$ cat src/rtl/seven_seg_scan_driver.sv
// Multiplexed 8-digit 7-segment driver: frame-latched shadow patterns, dead-time
// between digits, registered active-low anode/cathode outputs.
module seven_seg_scan_driver #(
  parameter int CLK_DIV = 100000,
  parameter int DEAD    = 2
) (
  input  logic       clk,
  input  logic       rst_n,
  input  logic       en,
  input  logic [6:0] Hex_Digit0,
  input  logic [6:0] Hex_Digit1,
  input  logic [6:0] Hex_Digit2,
  input  logic [6:0] Hex_Digit3,
  input  logic [6:0] Hex_Digit4,
  input  logic [6:0] Hex_Digit5,
  input  logic [6:0] Hex_Digit6,
  input  logic [6:0] Hex_Digit7,
  input  logic [7:0] dp_mask,
  output logic [7:0] an,
  output logic [6:0] seg,
  output logic       dp,
  output logic       frame_tick
);

  localparam int CNT_W = (CLK_DIV > 1) ? $clog2(CLK_DIV) : 1;
  localparam logic [CNT_W-1:0] CNT_MAX = CNT_W'(CLK_DIV - 1);

  // SCAN doubles as the "frame loaded" flag: it is only reached through a load cycle.
  typedef enum logic {PARK, SCAN} state_e;

  state_e           state_q, state_d;
  logic [CNT_W-1:0] cnt_q, cnt_d;
  logic [2:0]       idx_q, idx_d;
  logic [7:0][6:0]  shadow_q, shadow_d, hex_in;
  logic [7:0]       sdp_q, sdp_d;
  logic [7:0]       an_q, an_d;
  logic [6:0]       seg_q, seg_d;
  logic             dp_q, dp_d, tick_q, tick_d;
  logic             slot_end, frame_end, in_dead;

  assign hex_in = {Hex_Digit7, Hex_Digit6, Hex_Digit5, Hex_Digit4,
                   Hex_Digit3, Hex_Digit2, Hex_Digit1, Hex_Digit0};

  assign slot_end  = (cnt_q == CNT_MAX);
  assign frame_end = slot_end && (idx_q == 3'd7);

  generate
    if (DEAD == 0) begin : g_no_dead
      assign in_dead = 1'b0;
    end else begin : g_dead
      assign in_dead = (cnt_q < CNT_W'(DEAD));
    end
  endgenerate

  always_comb begin
    state_d  = state_q;
    cnt_d    = cnt_q;
    idx_d    = idx_q;
    shadow_d = shadow_q;
    sdp_d    = sdp_q;
    an_d     = 8'hFF;
    seg_d    = 7'h7F;
    dp_d     = 1'b1;
    tick_d   = 1'b0;
    if (!en) begin
      state_d = PARK;
      cnt_d   = '0;
      idx_d   = 3'd0;
    end else if (state_q == PARK) begin
      state_d  = SCAN;
      shadow_d = hex_in;
      sdp_d    = dp_mask;
      cnt_d    = '0;
      idx_d    = 3'd0;
    end else begin
      if (slot_end) begin
        cnt_d = '0;
        idx_d = idx_q + 3'd1;
      end else begin
        cnt_d = cnt_q + CNT_W'(1);
      end
      // Frame boundary: latch the next frame so mid-frame input changes never tear.
      if (frame_end) begin
        shadow_d = hex_in;
        sdp_d    = dp_mask;
        tick_d   = 1'b1;
      end
      if (!in_dead) begin
        an_d  = ~(8'd1 << idx_q);
        seg_d = shadow_q[idx_q];
        dp_d  = ~sdp_q[idx_q];
      end
    end
  end

  always_ff @(posedge clk) begin
    if (!rst_n) begin
      state_q  <= PARK;
      cnt_q    <= '0;
      idx_q    <= 3'd0;
      shadow_q <= {8{7'h7F}};
      sdp_q    <= 8'h00;
      an_q     <= 8'hFF;
      seg_q    <= 7'h7F;
      dp_q     <= 1'b1;
      tick_q   <= 1'b0;
    end else begin
      state_q  <= state_d;
      cnt_q    <= cnt_d;
      idx_q    <= idx_d;
      shadow_q <= shadow_d;
      sdp_q    <= sdp_d;
      an_q     <= an_d;
      seg_q    <= seg_d;
      dp_q     <= dp_d;
      tick_q   <= tick_d;
    end
  end

  assign an         = an_q;
  assign seg        = seg_q;
  assign dp         = dp_q;
  assign frame_tick = tick_q;

endmodule
$ cat config.mk
export PLATFORM = sky130hd
export DESIGN_NAME = seven_seg_scan_driver
export DESIGN_NICKNAME = d
export VERILOG_FILES = /design/src/rtl/seven_seg_scan_driver.sv
export SDC_FILE = /design/constraint.sdc
export NUM_CORES = 1
export LEC_CHECK = 0
export CORE_MARGIN = 2
export CORE_UTILIZATION = 40
export CTS_CLUSTER_DIAMETER = 30
export DETAILED_ROUTE_END_ITERATION = 6
export PLACE_DENSITY = 0.67
export SLEW_MARGIN = 0
export SYNTH_ARGS = -nofsm -noshare
export SYNTH_HDL_FRONTEND = slang
export SYNTH_SLANG_ARGS = --single-unit
$ cat constraint.sdc
create_clock -name clk -period 1.7 [get_ports clk]
set_input_delay 0.34 -clock clk [delete_from_list [all_inputs] [get_ports clk]]
set_output_delay 0.34 -clock clk [all_outputs]
set_load 0.05 [all_outputs]
==> impl_metrics.yaml <==
finish:
  final_common_cell: "nor2b_1"
  final_cell_mix: "nor2b_1 (113), dfxtp_1 (100), clkdlybuf4s50_1 (65)"
  drive_gt1_share_pct: 16.6
  layout.nets: 647
  syn_to_final_growth_pct: 30.1
  layout.cells.non_filler: 725
  final_area_um2: 6280
  antenna_cells: 0
floorplanning:
  io_pins: 84
  die_x_um: 114
  rows: 40
  coreArea_um2: 11900
  initial_core_util_pct: 40.5
  chipHeight_um: 114
  die_area_um2: 13000
critical_path:
  critical_path.max_stage_delay_ns: 0.34
  crit_fanout: 7
  r2r-end: "shadow_q[35]$_SDFFE_PN1P_"
  rr_startpoint: "cnt_q[0]$_SDFF_PP0_"
  path_class: "reg -> reg"
  endpoint_kind: "register"
  required_ns: 1.97
  cp-endpoint: "shadow_q[35]$_SDFFE_PN1P_"
  crit_path_cell_trace: "ha_4 > and4_4 > and3_4 > a31oi_4 > buf_12 > buf_4 > mux2i_1"
  startpoint: "cnt_q[0]$_SDFF_PP0_"
  r2r_slack_ns: 0.06
  cp_slowest_cell: "dfxtp_2"
  critPathLaunchType: "register"
  r2r_cells: 7
  arrival_ns: 1.90
synth:
  ys_types: 31
  yosysTopAreaCell: "dfxtp_1"
  syn-num-nets: 548
  ys_warn_count: 0
  synth_seq_cells: 102
  synth_top_cell_area_share_pct: 42.3
  synth_area_leaders: "dfxtp_1 (42%), nor2b_1 (15%), mux2i_1 (13%)"
  avgSynthCellArea_um2: 10.2
  syn_area_um2: 4820
  ys_seq_area_share_pct: 42.3
  synth_cells: 474
power:
  p_per_area_nw_per_um2: 792
  intPower_w: 0.00388
  pwr-share-comb_pct: 11.3
  ir_drop_uv: 491
  p_total_w: 0.00497
  power.leakage_nw: 2.49
  clock_power_share_pct: 37.6
  power_switching_w: 0.00109
  seq_power_share_pct: 51.1
  power.switching_fraction_pct: 21.9
run_status:
  outcome: "finished, final reports clean"
routing:
  drtIter0Drc: 158
  drt_wl_total_mm: 10.7
  via_per_inst: 4.89
  dr.pass1.iters: 5
  ant_nets: 0
  wire_per_inst_um: 14.8
  drc: 0
  vias: 3548
cts:
  htree_levels: 3
  clock-sinks: 102
  clk-insertion-delay-late_ns: 0.34
  cts_tree: "done"
  cts_root_buf: "clkbuf_16"
  max-clock-path-buffers: 2
  cts-buffers-inserted: 9
  cts.clk_slew.worst_paths_ns: 0.06
grt:
  grt_pass1_vias: 3523
  antenna_found_initial: 0
  overflow: 0
  grt_pass1_wl_mm: 16.9
  grt_max_degree: 129
  grt_usage_pct: 16.5
sta:
  fin_crit_sh_pct: 96.3
  skew_ns: 0.00491
  slew_violations: 0
  fmax_ghz: 0.611
  relSlewSlack_pct: 70.2
  hold_violations: 0
  setup_viol: 0
  tightest_slew_ns: 0.443
  holdWs_ns: 0.296
  period_needed_ns: 1.64
  setup-tns-final_ns: 0
run:
  maxCapViolations: 0
min_path:
  min_from: "rst_n"
  min_path_type: "in -> reg"
placed_design:
  gp_congestion: 0.833
  place_hpwl_mm: 7.21
  place_area_um2: 5840
  dp.cells: 703
  io_buffers: 83
-- per-layer routing --
metal | share of wire (%) | vias up | GRT usage [%]
li1 | - | 1795 | -
met1 | 46 | 1680 | 21.0
met2 | 50 | 67 | 28.1
met3 | 3.7 | 6 | 3.99
met4 | 0.83 | 0 | 4.88
met5 | 0 | - | 0
-- cell usage after synthesis --
library cell and count:
a21oi_1 8, a31oi_1 1, a31oi_4 1, and2_1 3
and2_2 1, and3_1 3, and3_4 1, and4_1 3
buf_12 7, buf_2 4, buf_4 1, buf_6 1
clkbuf_1 20, dfxtp_1 102, ha_1 7, inv_1 5
mux2i_1 64, mux4_2 16, nand2_1 42, nand3_1 21
nand4_1 7, nor2_1 12, nor2b_1 113, nor3_1 3
nor4_1 2, o21ai_0 8, o21bai_2 1, or3_1 6
or4_1 1, xnor2_1 1, xor2_1 9
-- state kept, by name (all words and copies together), names as in the netlist --
| signal | count |
|---|---|
| idx_q | 3 |
| seg | 7 |
| sdp_q | 8 |
| state_q | 1 |
| frame_tick | 1 |
| an | 8 |
| shadow_q | 56 |
| cnt_q | 17 |
| dp | 1 |
-- worst min path at each step --
stage	end	slack [ns]	depth (start not counted)
after floorplan	cnt_q[0]$_SDFF_PP0_	0.43	1
after global placement	sdp_q[4]$_SDFFE_PN0P_	0.44	2
after detailed placement	sdp_q[0]$_SDFFE_PN0P_	0.46	2
after CTS	state_q$_SDFF_PN0_	0.29	2
after global routing	state_q$_SDFF_PN0_	0.32	2
final	state_q$_SDFF_PN0_	0.30	2
-- critical path: cells and delay by family, from the launching register on --
family	cells	cell delay, ns
DFF	1	0.34
buffers and inverters	2	0.33
and+or+nand+nor	2	0.31
AOI/OAI and AO/OA	1	0.22
muxes	1	0.19
adders and majority gates	1	0.16
-- final cells by class --
type	count	area, um2
Clock inverter	1	5.00
Sequential cell	102	2040
Tap cell	147	184
Inverter	5	18.8
Clock buffer	15	258
Multi-Input combinational cell	334	2560
Timing Repair Buffer	121	1210
Fill cell	1098	5640
-- through the flow --
step                setup slack, ns  util [%]
finish                       0.0625      52.7
floorplan                   0.00171         -
global placement             -0.103      49.0
global route                -0.0287      52.7
detailed placement           -0.143      49.0
CTS                        -0.00501      51.4
-- power groups by stage --
stage	Sequential [W]	Clock, W	Combinational, W
2_1_floorplan	0.00258	0	0.000334
3_3_place_gp	0.00259	0	0.000520
3_5_place_dp	0.00259	0	0.000528
4_1_cts	0.00254	0.00192	0.000532
5_1_grt	0.00255	0.00202	0.000605
6_report	0.00254	0.00187	0.000561
-- cell families after synthesis --
| kind of cell | after synthesis | share of synthesized area [%] |
|---|---|---|
| AO/OA/AOI/OAI | 19 | 2.46 |
| XOR/XNOR | 10 | 1.82 |
| adder cells (fa/ha/maj) | 7 | 1.82 |
| buffers and inverters | 38 | 5.65 |
| flip-flops | 102 | 42.3 |
| multiplexers | 80 | 20.8 |
| AND/OR/NAND/NOR | 218 | 25.2 |
-- repair_timing --
| action | in CTS | in global routing |
|---|---|---|
| resized for setup | 3 | 11 |
| buffers inserted | 0 | 3 |
| setup endpoints to repair | 43 | 65 |
| cloned | 0 | 3 |
| pin swaps | 1 | 2 |
| hold buffers | 0 | 0 |
No activity file was read; power rests on OpenSTA's default activity.
